## src/rtl/mem_pkg.sv

```systemverilog
// Shared definitions for the instruction fetch path and its memory interface.
package mem_pkg;

  typedef enum logic [1:0] {
    StIdle,
    StBurst,
    StSquash
  } fetch_state_e;

  localparam int unsigned BURST_WORDS    = 4;
  localparam int unsigned BEAT_W         = $clog2(BURST_WORDS);
  localparam logic [1:0]  ACCESS_SIZE_4W = 2'd1;
  localparam logic [31:0] BURST_BYTES    = 32'(BURST_WORDS * 4);

endpackage

```

## src/rtl/insn_fifo.sv

```systemverilog
// Instruction buffer: DEPTH entries of {pc, insn}, head always visible, flush empties it.
module insn_fifo #(
  parameter int unsigned DEPTH = 8,
  parameter int unsigned WIDTH = 64
) (
  input  logic                     clk,
  input  logic                     reset_n,
  input  logic                     flush,
  input  logic                     push,
  input  logic [WIDTH-1:0]         push_data,
  input  logic                     pop,
  output logic [WIDTH-1:0]         head,
  output logic                     valid,
  output logic [$clog2(DEPTH):0]   count
);

  localparam int unsigned AW = $clog2(DEPTH);
  localparam int unsigned CW = AW + 1;

  logic [WIDTH-1:0] mem_q [DEPTH];
  logic [AW-1:0]    wr_q, rd_q;
  logic [CW-1:0]    count_q;
  logic             do_pop;

  assign valid  = (count_q != '0);
  assign do_pop = pop & valid;
  assign head   = mem_q[rd_q];
  assign count  = count_q;

  // Pointers and occupancy; flush wins over any same-cycle push or pop.
  always_ff @(posedge clk or negedge reset_n) begin
    if (!reset_n) begin
      wr_q    <= '0;
      rd_q    <= '0;
      count_q <= '0;
    end else if (flush) begin
      wr_q    <= '0;
      rd_q    <= '0;
      count_q <= '0;
    end else begin
      if (push) wr_q <= wr_q + AW'(1);
      if (do_pop) rd_q <= rd_q + AW'(1);
      case ({push, do_pop})
        2'b10:   count_q <= count_q + CW'(1);
        2'b01:   count_q <= count_q - CW'(1);
        default: count_q <= count_q;
      endcase
    end
  end

  // Storage is reset so the head reads as zero out of reset.
  always_ff @(posedge clk or negedge reset_n) begin
    if (!reset_n) begin
      for (int unsigned i = 0; i < DEPTH; i++) mem_q[i] <= '0;
    end else if (push && !flush) begin
      mem_q[wr_q] <= push_data;
    end
  end

endmodule

```

## src/rtl/fetch_unit.sv

```systemverilog
// Instruction fetch: issues 4-word burst reads into a buffer, handles redirects by flushing.
module fetch_unit #(
  parameter logic [31:0] BASE_ADDR = 32'h8002_0000,
  parameter int unsigned DEPTH     = 8
) (
  input  logic        clk,
  input  logic        reset_n,
  input  logic        redirect_valid,
  input  logic [31:0] redirect_pc,
  input  logic        insn_ready,
  output logic        insn_valid,
  output logic [31:0] insn,
  output logic [31:0] insn_pc,
  output logic [31:0] mem_addr,
  output logic [1:0]  mem_access_size,
  output logic        mem_rd_wr,
  output logic        mem_enable,
  input  logic [31:0] mem_rdata,
  input  logic        mem_busy
);

  import mem_pkg::*;

  localparam int unsigned CW = $clog2(DEPTH) + 1;

  fetch_state_e      state_q, state_d;
  logic [31:0]       fetch_pc_q, fetch_pc_d;
  logic [31:0]       addr_q, addr_d;
  logic [BEAT_W-1:0] beat_q, beat_d;
  logic              req, push, pop, last_beat, room;
  logic [63:0]       push_data, head;
  logic [CW-1:0]     count;

  assign last_beat = (beat_q == BEAT_W'(BURST_WORDS - 1));
  // A whole burst must fit before it is requested, so the buffer can never overflow.
  assign room      = (count <= CW'(DEPTH - BURST_WORDS));
  assign push_data = {addr_q + 32'({beat_q, 2'b00}), mem_rdata};
  assign pop       = insn_ready & ~redirect_valid;

  assign mem_enable      = req;
  assign mem_addr        = addr_d;
  assign mem_access_size = ACCESS_SIZE_4W;
  assign mem_rd_wr       = 1'b1;
  assign insn_pc         = head[63:32];
  assign insn            = head[31:0];

  // Next-state, request and push decisions; redirect overrides everything else.
  always_comb begin
    state_d    = state_q;
    fetch_pc_d = fetch_pc_q;
    beat_d     = beat_q;
    req        = 1'b0;
    push       = 1'b0;
    unique case (state_q)
      StIdle: begin
        // reset_n gating keeps the strobe low while reset is held.
        if (reset_n && !redirect_valid && !mem_busy && room) begin
          req        = 1'b1;
          state_d    = StBurst;
          fetch_pc_d = fetch_pc_q + BURST_BYTES;
          beat_d     = '0;
        end
      end
      StBurst: begin
        push   = ~redirect_valid;
        beat_d = beat_q + BEAT_W'(1);
        if (last_beat) begin
          state_d = StIdle;
        end else if (redirect_valid) begin
          state_d = StSquash;
        end
      end
      StSquash: begin
        beat_d = beat_q + BEAT_W'(1);
        if (last_beat) state_d = StIdle;
      end
      default: state_d = StIdle;
    endcase
    if (redirect_valid) fetch_pc_d = {redirect_pc[31:2], 2'b00};
    // addr_q doubles as the burst base while beats are arriving.
    addr_d = req ? fetch_pc_q : addr_q;
  end

  // State, fetch pointer, burst base and beat counter.
  always_ff @(posedge clk or negedge reset_n) begin
    if (!reset_n) begin
      state_q    <= StIdle;
      fetch_pc_q <= BASE_ADDR;
      addr_q     <= BASE_ADDR;
      beat_q     <= '0;
    end else begin
      state_q    <= state_d;
      fetch_pc_q <= fetch_pc_d;
      addr_q     <= addr_d;
      beat_q     <= beat_d;
    end
  end

  insn_fifo #(
    .DEPTH(DEPTH),
    .WIDTH(64)
  ) u_insn_fifo (
    .clk      (clk),
    .reset_n  (reset_n),
    .flush    (redirect_valid),
    .push     (push),
    .push_data(push_data),
    .pop      (pop),
    .head     (head),
    .valid    (insn_valid),
    .count    (count)
  );

endmodule
```

## config.mk

```make
export PLATFORM = sky130hd
export DESIGN_NAME = fetch_unit
export DESIGN_NICKNAME = d
export VERILOG_FILES = /design/src/rtl/mem_pkg.sv /design/src/rtl/insn_fifo.sv /design/src/rtl/fetch_unit.sv
export SDC_FILE = /design/constraint.sdc
export NUM_CORES = 1
export LEC_CHECK = 0
export BUFFER_PORTS_ARGS = -buffer_cell sky130_fd_sc_hd__buf_2
export CELL_PAD_IN_SITES_DETAIL_PLACEMENT = 1
export CELL_PAD_IN_SITES_GLOBAL_PLACEMENT = 2
export CORE_UTILIZATION = 36
export DETAILED_ROUTE_END_ITERATION = 10
export PLACE_DENSITY = 0.75
export SETUP_SLACK_MARGIN = 0.05
export SLEW_MARGIN = 40
export SYNTH_ARGS = -nofsm -noshare
export SYNTH_HDL_FRONTEND = slang
export SYNTH_SLANG_ARGS = --single-unit
```

## constraint.sdc

```tcl
create_clock -name clk -period 2.06 [get_ports clk]
set_input_delay 0.206 -clock clk [delete_from_list [all_inputs] [get_ports clk]]
set_output_delay 0.206 -clock clk [all_outputs]
set_load 0.02 [all_outputs]
```

-- After elaboration in Yosys (flattened, before gate mapping)
Index checks and enable logic that the tools add are counted.
- word-level logic and storage cells: 84
- bits of input ports: 69
- output and inout bits: 101
- flip-flop bits (word level): 590
- order comparisons: 4
- add/subtract/negate cells: 7
- muxes and demuxes: 26
- reductions and logical operators: 19
- bitwise gates (word level): 5
- eq/ne operators: 8
- operator list (operator ; number):
    512-bit bitwise mux ; 1
    64-bit binary-select mux with 3-bit select ; 1
    64-bit demux with 3-bit select ; 1
    64-bit two-way mux ; 3
    32-bit two-way mux ; 4
    32-bit by 4-bit adder with 32-bit output ; 1
    32-bit by 5-bit adder with 32-bit output (second input constant) ; 1
    3-bit two-way mux ; 4
    2-bit two-way mux ; 5
    2-bit nonzero test ; 5
    4-bit >= comparator (second input constant) ; 2
    3-bit NOT with 4-bit output ; 2
    4-bit case mux with 2 select lines ; 1
    3-bit by 1-bit adder with 3-bit output (second input constant) ; 2
    2-bit == test (second input constant) ; 3
    2-bit case mux with 3 select lines ; 1
    1-bit logical AND ; 5
    4-bit by 1-bit adder with 4-bit output (second input constant) ; 1
    2-bit by 1-bit == test with 1-bit output (second input constant) ; 2
    4-bit by 3-bit <= comparator with 1-bit output (second input constant) ; 1
    4-bit by 1-bit < comparator with 1-bit output (second input constant) ; 1
    4-bit two-way mux ; 1
    2-bit != test (second input constant) ; 2
    2-bit case mux with 2 select lines ; 1
    13 further kinds ; 18

-- Longest topological paths before layout
- depth in word-level cells: 7
- depth in mapped cells: 11
- mapped depth without buffers: 10

-- Modules after synthesis
From an unflattened synthesis, not the netlist that was laid out.
- cells, all modules: 1765
- area, all modules: 27213.6 um^2
- by module, submodules not included (module ; cells each ; sequential area each (um^2) ; area each (um^2) ; instances):
    insn_fifo ; 1375 ; 13062.5 ; 23334.9 ; 1
    fetch_unit ; 390 ; 1656.6 ; 3878.7 ; 1

-- Worst setup path after synthesis
No wires, ideal clock.
- kind: reg2reg
- start point: reg u_insn_fifo.count_q[1], in the netlist u_insn_fifo.count[1]
- end point: reg u_insn_fifo.count_q[2], in the netlist u_insn_fifo.count[2]
- cell stages (with the launch flop): 12
- library setup time: 0.078 ns
- arrival time: 2.138 ns
- data required time: 1.982 ns
- clock period less this slack: 2.216 ns
- slack: -0.156 ns
- path buffers: 2
- path through: dfrtp_1 > clkbuf_1 > o41ai_2 > or2_2 > buf_2 > nor2_1 > xor2_1 > ha_1 > a21oi_1 > xnor2_1 > nand2_1 > a21oi_1
- word-level cells in the longest chain between the ends: 5
- elaborated cells between the ends (all ways): 9
- those cells by class: add/sub (2); eq/ne (2); mux (2); bitwise (1); reduce/logical (2)
- RTL lines (item ; line ; source):
    start: declaration ; insn_fifo.sv:22 ; logic [CW-1:0] count_q;
    start signal: assignment ; insn_fifo.sv:44 ; 2'b10: count_q <= count_q + CW'(1);
    start signal: assignment ; insn_fifo.sv:45 ; 2'b01: count_q <= count_q - CW'(1);
    start signal: assignment ; insn_fifo.sv:46 ; default: count_q <= count_q;
    4-bit nonzero test ; insn_fifo.sv:25 ; assign valid = (count_q != '0);
    1-bit AND ; insn_fifo.sv:26 ; assign do_pop = pop & valid;
    2-bit by 1-bit == test with 1-bit output / 2-bit == test (equally long branches) ; insn_fifo.sv:43 ; case ({push, do_pop})
    4-bit case mux with 2 select lines ; insn_fifo.sv:43 ;
    4-bit two-way mux ; insn_fifo.sv:36 ; end else if (flush) begin
Parallel ways exist; a longest one is shown, timed or not.
A chain may end at the register's enable or synchronous reset.

-- Worst setup path in the final report
- start point: reg u_insn_fifo.rd_q[0]
- end point: out insn[15]
- word-level cells in the longest chain between the ends: 4
- RTL lines (item ; line ; source):
    start: declaration ; insn_fifo.sv:21 ; logic [AW-1:0] wr_q, rd_q;
    start signal: assignment ; insn_fifo.sv:42 ; if (do_pop) rd_q <= rd_q + AW'(1);
    3-bit NOT with 4-bit output (not written as such) ; insn_fifo.sv:27 ; assign head = mem_q[rd_q];
    64-bit binary-select mux with 3-bit select ; insn_fifo.sv:27 ;
    64-bit two-way mux (not written as such) (2 in series) ; insn_fifo.sv:27 ;
    end: declaration ; fetch_unit.sv:12 ; output logic [31:0] insn,
No other way between the ends. The select of a mux whose other input is x is not followed.

==> impl_metrics.csv <==
group,metric,value,unit
worst_setup_path,start_kind,"flop",
power,power.leakage,18.5,nW
place,io_buffer_count,164,
routing,wl,107000,um
floorplan,core_area,74900,um2
logic_synthesis,synth_area,27400,um2
routing,vias,22900,
timing,rsz0062_at_grt,"yes",
outcome,status,"finished with violations",
routing,drt-wirelength-per-cell,25.6,um
floorplan,floorplan.initialDensity,36.6,%
timing,drv_slew,0,
outcome,violations,"negative setup slack",
worst_setup_path,r2r_setup_slack,-250,ps
place,globalplace.congestion,0.835,
timing,relSlewSlack,40.6,%
final_layout,regArea,14700,um2
logic_synthesis,syn_area_per_cell,10.0,um2
logic_synthesis,synthTopCellsByArea,"dfrtp_1, nand2_1, mux4_2, mux2_2, o21ai_0",
timing,final_hold_viol_count,0,
worst_setup_path,cp.required,1850,ps
worst_setup_path,crit_arrival,2480,ps
final_layout,final_common_cell,"nand2_1",
clock_network,clock_latency,630,ps
routing,first_pass_iters,5,
logic_synthesis,yosys_warnings,0,
clock_network,cts_max_level,3,
worst_setup_path,worst-path-max-fanout,8,
floorplan,num_rows,100,
grt,gr-total-overflow,0,
logic_synthesis,ys_async_sr_fraction,100,%
worst_setup_path,endpoint_kind,"output port",
place,place_inst,3807,
grt,antenna_found_initial,3,
timing,timing.final.crit_period,2680,ps
place,place_area,30500,um2
logic_synthesis,ys_seq_area_share,53.6,%
final_layout,drive_gt1_share,36.4,%
timing,setup_viol,556,
timing,tightestPinTransition,887,ps
final_layout,area_growth,42.2,%
final_layout,layout_common_cells,"nand2_1, dfrtp_1, buf_6",
final_layout,multi_input_area,13600,um2
logic_synthesis,synth_seq_cells,588,
power,p_total,48.0,mW
place,hpwl,55400,um
logic_synthesis,ys.flop_type,"dfrtp_1",
grt,grt_max_degree,130,
power,powerDensity,1230,nW/um2
floorplan,pin_count,170,
worst_setup_path,reg2reg_from,"state_q[1]",
floorplan,dieArea,77300,um2
logic_synthesis,ys_types,57,
logic_synthesis,synthCells,2733,
flow_run,max_cap_viol_count,0,
clock_network,clockRootBuffer,"clkbuf_16",
clock_network,cts_buffers,70,
floorplan,die_h,278,um
timing,skew,29.9,ps
clock_network,numClockSinks,588,
grt,first_global_vias,24600,
logic_synthesis,yosysTopAreaCellShare,53.3,%
worst_setup_path,worstRegToRegCells,14,
final_layout,layout.nets,3227,
worst_hold_path,hp-class,"primary input to flop",
worst_setup_path,path_class,"flop to output port",
grt,gr-usage-all-layers,26.4,%
worst_setup_path,worstSetupEndpoint,"insn[15]",
timing,tns,-91660,ps
routing,ant_nets,0,
timing,timing.final.crit_share,130,%
logic_synthesis,synth_edf_count,0,
clock_network,cts_tree,"yes",
final_layout,n_antenna_cell,0,
final_layout,stdcell_count,4172,
logic_synthesis,yosysTopAreaCell,"dfrtp_1",
final_layout,fillerInstances,7760,
routing,drc,0,
final_layout,design_area,39000,um2
floorplan,fp.dieW,278,um
routing,via_per_inst,5.48,
clock_network,clkTransAtPathRegs,60,ps
timing,holdWs,64.7,ps
grt,grt_pass1_wl,155000,um
power,ir_drop,0.790,mV
worst_setup_path,r2r-end,"u_insn_fifo.mem_q[388]",
timing,fmax,373,MHz
routing,drtIter0Drc,1570,
worst_setup_path,cp-startpoint,"u_insn_fifo.rd_q[0]",
clock_network,clock_path_buffers,3,
timing,setup_slack,-622,ps
-- state kept, by name, summed over array words and instances (netlist names) --
name,cells
addr_q,32
state_q,2
beat_q,2
u_insn_fifo.rd_q,3
u_insn_fifo.count,4
fetch_pc_q,30
u_insn_fifo.mem_q,512
u_insn_fifo.wr_q,3
-- logic make-up after synthesis --
| group | after synthesis | share of synthesized area (%) |
|---|---|---|
| other | 2 | 0.0274 |
| and+or+nand+nor | 1330 | 19.9 |
| adders and majority gates | 13 | 0.611 |
| DFF | 588 | 53.6 |
| xor gates and xnor gates | 60 | 1.91 |
| muxes | 234 | 14.8 |
| buffers and inverters | 227 | 3.86 |
| AOI/OAI and AO/OA | 279 | 5.22 |
-- stage by stage --
step                worst slack (ps)  util (%)
floorplan                      -7.01         -
global placement                -385      40.6
detailed placement              -413      40.7
CTS                             -635      48.9
global route                    -676      52.1
finish                          -622      52.1
-- critical path, cell delays in order, from the launching register on --
cell and delay, ps:
dfrtp_4 510, buf_12 210, buf_16 160, mux4_2 540, mux2_4 300, buf_6 130
-- what timing repair did --
action                                  4_1_cts  5_1_grt
setup buffers                                53       48
pin swaps                                    93      155
cloned                                       51       27
endpoints found under the setup margin      389      613
resized for setup                           404      462
hold buffers                                 64        0
hold endpoints to repair                    358        0
-- cell type report --
cell class	count	area share (%)
Sequential cell	588	37.8
Multi-Input combinational cell	1928	34.9
Timing Repair Buffer	550	18.0
Clock buffer	107	5.59
Tap cell	969	3.11
Clock inverter	22	0.551
Inverter	8	0.0769
-- power by group --
group          switching [mW]  internal (mW)
clock network            5.26           7.71
registers                1.87           13.8
logic                    9.62           9.72
-- routing by layer --
layer,up-vias,global-route usage (%),routed length (um)
li1,9991,-,-
met5,-,0,19
met3,180,3.65,4980
met1,12100,35.0,45600
met2,618,44.9,53200
met4,4,7.89,3000
-- cell usage after synthesis, drive strengths merged, types with 8 or more instances --
| cell | instances |
|---|---|
| ha | 11 |
| nand2 | 1142 |
| dfrtp | 584 |
| xor2 | 31 |
| nand3 | 29 |
| nor4 | 16 |
| clkbuf | 112 |
| nor2 | 41 |
| a21oi | 23 |
| mux4 | 128 |
| and2 | 8 |
| o21ai | 242 |
| and4 | 8 |
| nand4 | 21 |
| xnor2 | 29 |
| nor3 | 22 |
| and3 | 20 |
| mux2 | 93 |
| a31oi | 8 |
| buf | 107 |
| mux2i | 13 |
-- worst min path at each step --
stage	startpoint	endpoint	cells past startpoint
2_1_floorplan	reset_n	addr_q[0]	0
3_3_place_gp	redirect_pc[12]	fetch_pc_q[12]	3
3_5_place_dp	redirect_pc[9]	fetch_pc_q[9]	3
4_1_cts	redirect_valid	u_insn_fifo.count[2]	2
5_1_grt	redirect_valid	u_insn_fifo.count[2]	2
6_report	redirect_valid	u_insn_fifo.count[1]	2
No activity file was read; power rests on OpenSTA's default activity.
